`config.mk`:
```
export PLATFORM = sky130hd
export DESIGN_NAME = fht_adc_loader
export DESIGN_NICKNAME = d
export VERILOG_FILES = /design/src/rtl/fht_loader_pkg.sv /design/src/rtl/fht_adc_loader.sv
export SDC_FILE = /design/constraint.sdc
export NUM_CORES = 1
export LEC_CHECK = 0
export CAP_MARGIN = 20
export CORE_UTILIZATION = 53
export CTS_CLUSTER_DIAMETER = 120
export DETAILED_ROUTE_END_ITERATION = 12
export HOLD_SLACK_MARGIN = 0.1
export PLACE_DENSITY = 0.81
export SYNTH_ARGS = -nofsm -noshare
export SYNTH_HDL_FRONTEND = slang
export SYNTH_SLANG_ARGS = --single-unit
```
`constraint.sdc`:
```
create_clock -name iCLK -period 3.5 [get_ports iCLK]
set_clock_uncertainty 0.05 [all_clocks]
set_input_delay 0.525 -clock iCLK [delete_from_list [all_inputs] [get_ports iCLK]]
set_output_delay 0.525 -clock iCLK [all_outputs]
set_load 0.03 [all_outputs]
```
`src/rtl/fht_loader_pkg.sv`:
```
// rtl/fht_loader_pkg.sv - shared types and bank-select helper for the FHT ADC loader
//
// Contents:
//   state_t  - loader FSM states (IDLE, FILL, GAP, START, BUSY)
//   bank_we  - one-hot write enable for a fill-order bank, using the
//              bit-reversed bank index that fht_top expects
package fht_loader_pkg;

    typedef enum logic [2:0] {
        IDLE  = 3'd0,
        FILL  = 3'd1,
        GAP   = 3'd2,
        START = 3'd3,
        BUSY  = 3'd4
    } state_t;

    // The loader fills banks in counter order 0,1,2,3. fht_top wants them in
    // bit-reversed order, so counter bank b lands on RAM bank {b[0],b[1]}.
    function automatic logic [3:0] bank_we(input logic [1:0] bank);
        logic [3:0] we;
        we = 4'b0000;
        we[{bank[0], bank[1]}] = 1'b1;
        return we;
    endfunction

endpackage

```
`src/rtl/fht_adc_loader.sv`:
```
// rtl/fht_adc_loader.sv - loads one ADC frame into the fht_top input banks and fires iSTART
//
// Ports:
//   iCLK, iRESET      - clock, synchronous active-high reset
//   iEN               - capture enable, looked at in IDLE and when leaving BUSY
//   iSAMPLE, iVALID   - signed ADC sample stream (D_BIT-1 bits)
//   iRDY              - oRDY of fht_top; its rising edge ends BUSY
//   oDATA, oADDR_WR   - registered write data / bank address to fht_top
//   oWE[3:0]          - one-hot bank write strobe (oWE[k] -> fht_top.iWE_k)
//   oSTART            - one-cycle transform start pulse
//   oBUSY             - high whenever the loader is not IDLE
//   oOVF_CNT          - samples dropped while waiting on the FHT (saturating)
//   oFRAME_CNT        - frames started (wrapping)
module fht_adc_loader
    import fht_loader_pkg::*;
#(
    parameter int D_BIT     = 16,
    parameter int A_BIT     = 8,
    parameter int START_GAP = 2
) (
    input  logic               iCLK,
    input  logic               iRESET,
    input  logic               iEN,
    input  logic [D_BIT-2:0]   iSAMPLE,
    input  logic               iVALID,
    input  logic               iRDY,
    output logic [D_BIT-2:0]   oDATA,
    output logic [A_BIT-1:0]   oADDR_WR,
    output logic [3:0]         oWE,
    output logic               oSTART,
    output logic               oBUSY,
    output logic [15:0]        oOVF_CNT,
    output logic [15:0]        oFRAME_CNT
);

    // Sample counter spans the whole frame: top two bits pick the bank.
    localparam logic [A_BIT+1:0] LAST_N   = '1;
    localparam int               GAP_W    = (START_GAP > 1) ? $clog2(START_GAP) : 1;
    localparam logic [GAP_W-1:0] GAP_LAST = GAP_W'((START_GAP > 0) ? START_GAP - 1 : 0);

    state_t           state;
    logic [A_BIT+1:0] n;
    logic [GAP_W-1:0] gap_cnt;
    logic             rdy_q;
    logic             rdy_rise;
    logic             drop;

    assign rdy_rise = iRDY & ~rdy_q;
    // Samples are lost only while a captured frame is waiting on the FHT;
    // IDLE deliberately ignores the stream.
    assign drop     = iVALID & ((state == GAP) | (state == START) | (state == BUSY));

    always_ff @(posedge iCLK) begin
        if (iRESET) begin
            state      <= IDLE;
            n          <= '0;
            gap_cnt    <= '0;
            rdy_q      <= 1'b0;
            oDATA      <= '0;
            oADDR_WR   <= '0;
            oWE        <= 4'b0000;
            oSTART     <= 1'b0;
            oBUSY      <= 1'b0;
            oOVF_CNT   <= 16'h0000;
            oFRAME_CNT <= 16'h0000;
        end else begin
            rdy_q  <= iRDY;
            oWE    <= 4'b0000;
            oSTART <= 1'b0;

            if (drop && (oOVF_CNT != 16'hFFFF))
                oOVF_CNT <= oOVF_CNT + 16'd1;

            case (state)
                IDLE: begin
                    if (iEN) begin
                        state <= FILL;
                        n     <= '0;
                        oBUSY <= 1'b1;
                    end
                end

                FILL: begin
                    if (iVALID) begin
                        oDATA    <= iSAMPLE;
                        oADDR_WR <= n[A_BIT-1:0];
                        oWE      <= bank_we(n[A_BIT+1:A_BIT]);
                        n        <= n + 1'b1;
                        if (n == LAST_N) begin
                            gap_cnt <= '0;
                            if (START_GAP == 0) begin
                                // No settle time wanted: start alongside the last write.
                                state      <= START;
                                oSTART     <= 1'b1;
                                oFRAME_CNT <= oFRAME_CNT + 16'd1;
                            end else begin
                                state <= GAP;
                            end
                        end
                    end
                end

                GAP: begin
                    // oSTART is registered together with the move to START, so
                    // it lands START_GAP cycles after the last oWE pulse.
                    if (gap_cnt == GAP_LAST) begin
                        state      <= START;
                        oSTART     <= 1'b1;
                        oFRAME_CNT <= oFRAME_CNT + 16'd1;
                    end else begin
                        gap_cnt <= gap_cnt + 1'b1;
                    end
                end

                START: begin
                    state <= BUSY;
                end

                BUSY: begin
                    if (rdy_rise) begin
                        if (iEN) begin
                            state <= FILL;
                            n     <= '0;
                        end else begin
                            state <= IDLE;
                            oBUSY <= 1'b0;
                        end
                    end
                end

                default: begin
                    state <= IDLE;
                    oBUSY <= 1'b0;
                end
            endcase
        end
    end

endmodule

```
==> run metrics <==
Crit path arrival time=2360 ps; HP Class=reg2reg; Hold Fails Final Rpt=0; YS warnings=0; number of synthesized flops with an enable pin=0; sequential fraction of the synthesis area=45.5%; GR Util All Layers=23.3%; Inst Count DP=515; Longest Clk Path Bufs=2; largest net degree at the start of global routing=43; CTS tree=built; Slew Viols, Final=0; critical path fanouts, max=21; Core Footprint=5990 sq um; predominant post-synthesis flop cell=dfxtp_1; Netlist cell types=53; reg2reg path depth=5; Final period util=61.0%; via count=2842; CTS buffer count=9; reg2reg start=state[0]; DR iter-0 viols=175; initial antenna violation count=0; H-tree levels=3; GRT overflow=0; first-pass GRT wire length=11900 um; Std-Cell Rows=28; io pins=81; endpoints failing setup=0; Net Count, Synth=399; total die area=6620 sq um; hold_buf cts=0; TritonRoute pass-1 iters=4; post-CTS setup buffer count=0; Max-Cap Viols=0; placer congestion estimate=0.779; clock latency on the worst-skew pair=350 ps; number of port buffers=80; Nets=474; final WL=7270 um; dpl hpwl=4960 um; DRC viols=0; worst hold path stage count=2; leakage=1.51 nW; Slew @ Worst Pin=727 ps; Worst Setup End Kind=flip-flop; RSZ-0062 raised after global routing=no; vias per cell=5.35; Clock Pin Slew Worst Setup and Hold Paths=70 ps; R2R Setup Slk=1380 ps; Worst Hold End=oDATA[13]; kind of critical path=in2reg; FF+latch count, synth=76; mapped cell area=3340 sq um; worst vdd ir=0.000241 V; setup TNS=0 ps; synthesis-to-layout area growth=32.3%; vias in the first global route=2614; DRT antenna net count=0; diode count=0; reg-to-reg endpoint=oDATA[8]; WL/cell=13.7 um; root buf cell=clkbuf_8; Non-Filler Instances=531; Async SR Flop Fraction=0%; hold path startpoint=oDATA[13]; Slew Limit Headroom=51.5%; Avg Cell Area, Syn=8.88 sq um; Sink Count=76; Tmin final=2130 ps; Max Fclk=469 MHz; Initial Utilization=55.8%; Startpoint Class=input pin; PD cells=416 nW/um^2; outcome=finished clean; die span in y=81.4 um; layout cells sized above 1=8.33%; Die Wd=81.4 um; Worst EP required=3730 ps; cells after synthesis=376; Resize count post-CTS=0
routing by layer:
layer / track usage [%] / vias up / part of all wire (%)
met2: 39.0 / 71 / 48
li1: - / 1436 / -
met5: 0 / - / 0
met4: 10.9 / 0 / 1.9
met1: 28.2 / 1321 / 44
met3: 5.06 / 14 / 5.4
cells in the mapped netlist, drive strengths merged (2+ instances only):
cell type / count / area (sq um)
o211ai: 6 / 50.1
a21boi: 3 / 22.5
or3: 3 / 18.8
o2111ai: 4 / 52.6
nor4b: 3 / 45.0
xnor2: 20 / 175
dfxtp: 76 / 1520
nand3: 10 / 55.1
and3: 6 / 37.5
buf: 10 / 56.3
nand3b: 2 / 15.0
nand2: 63 / 236
ha: 3 / 37.5
nand2b: 4 / 25.0
a21oi: 32 / 160
nand4: 7 / 71.3
inv: 6 / 22.5
mux2i: 2 / 20.0
clkbuf: 11 / 41.3
nor3b: 5 / 53.8
and4: 4 / 35.0
nor3: 4 / 20.0
o21ai: 4 / 20.0
a211oi: 7 / 52.6
nor2b: 2 / 12.5
nor2: 48 / 180
nor4: 5 / 58.8
xor2: 13 / 114
cells in the final DEF, fill, tap and decap left out, drive strengths merged, types with 7 or more instances in the layout:
master	instances
a211oi	7
a21oi	32
nand3	10
nand4	7
clkbuf	12
clkdlybuf4s50	79
xnor2	20
dfxtp	76
nand2	63
xor2	13
nor2	48
how the worst max path moves through the flow:
| stage | from | to |
|---|---|---|
| floorplan | oOVF_CNT[0] | oOVF_CNT[15] |
| global placement | iVALID | oADDR_WR[7] |
| detailed placement | iVALID | oDATA[8] |
| CTS | oFRAME_CNT[2] | oFRAME_CNT[2] |
| global route | state[0] | oDATA[3] |
| finish | iVALID | oDATA[8] |
state kept, by name, indices dropped and copies added, names as in the netlist:
register	cells
oSTART	1
oWE	4
state	3
oBUSY	1
rdy_q	1
oDATA	15
oOVF_CNT	16
gap_cnt	1
oFRAME_CNT	16
n	10
oADDR_WR	8
power by group:
group | switching, mW | total, mW | internal (mW)
clock | 0.308 | 0.820 | 0.512
combinational | 0.0750 | 0.130 | 0.0553
sequential | 0.0105 | 0.888 | 0.878
total | 0.394 | 1.84 | 1.44
cell families after synthesis:
| logic type | Yosys count | synth area share (%) |
|---|---|---|
| AO/OA/AOI/OAI | 62 | 12.8 |
| AND/OR/NAND/NOR | 173 | 27.7 |
| adder cells (fa/ha/maj) | 3 | 1.12 |
| XOR/XNOR | 33 | 8.65 |
| buffers and inverters | 27 | 3.60 |
| flip-flops | 76 | 45.5 |
| multiplexers | 2 | 0.599 |
cell type report:
| type | instances | area [sq um] |
|---|---|---|
| clock buffer | 12 | 155 |
| fill | 449 | 1570 |
| tap | 75 | 93.8 |
| sequential | 76 | 1520 |
| inverter | 6 | 22.5 |
| clock inverter | 4 | 95.1 |
| multi-input combinational | 273 | 1700 |
| timing repair buffer | 85 | 833 |
critical path, stage by stage:
cell and delay [ps]:
clkdlybuf4s50_1 620, and3b_1 690, buf_4 330, nand2_1 70, a21oi_1 120
stage by stage:
| stage | hold WS [ps] | area [sq um] | power [mW] | worst slack [ps] | util [%] |
|---|---|---|---|---|---|
| 6_report | 403 | 4420 | 1.84 | 1370 | 73.8 |
| 3_5_place_dp | 396 | 4170 | 1.04 | 1000 | 69.6 |
| 3_3_place_gp | 391 | 4170 | 1.04 | 1090 | 69.6 |
| 4_1_cts | 407 | 4420 | 1.86 | 1360 | 73.8 |
| 5_1_grt | 423 | 4420 | 1.90 | 1160 | 73.8 |
| 2_1_floorplan | 402 | 3340 | 0.984 | 1620 | - |
Note: power is estimated with default switching activity, not from simulation.
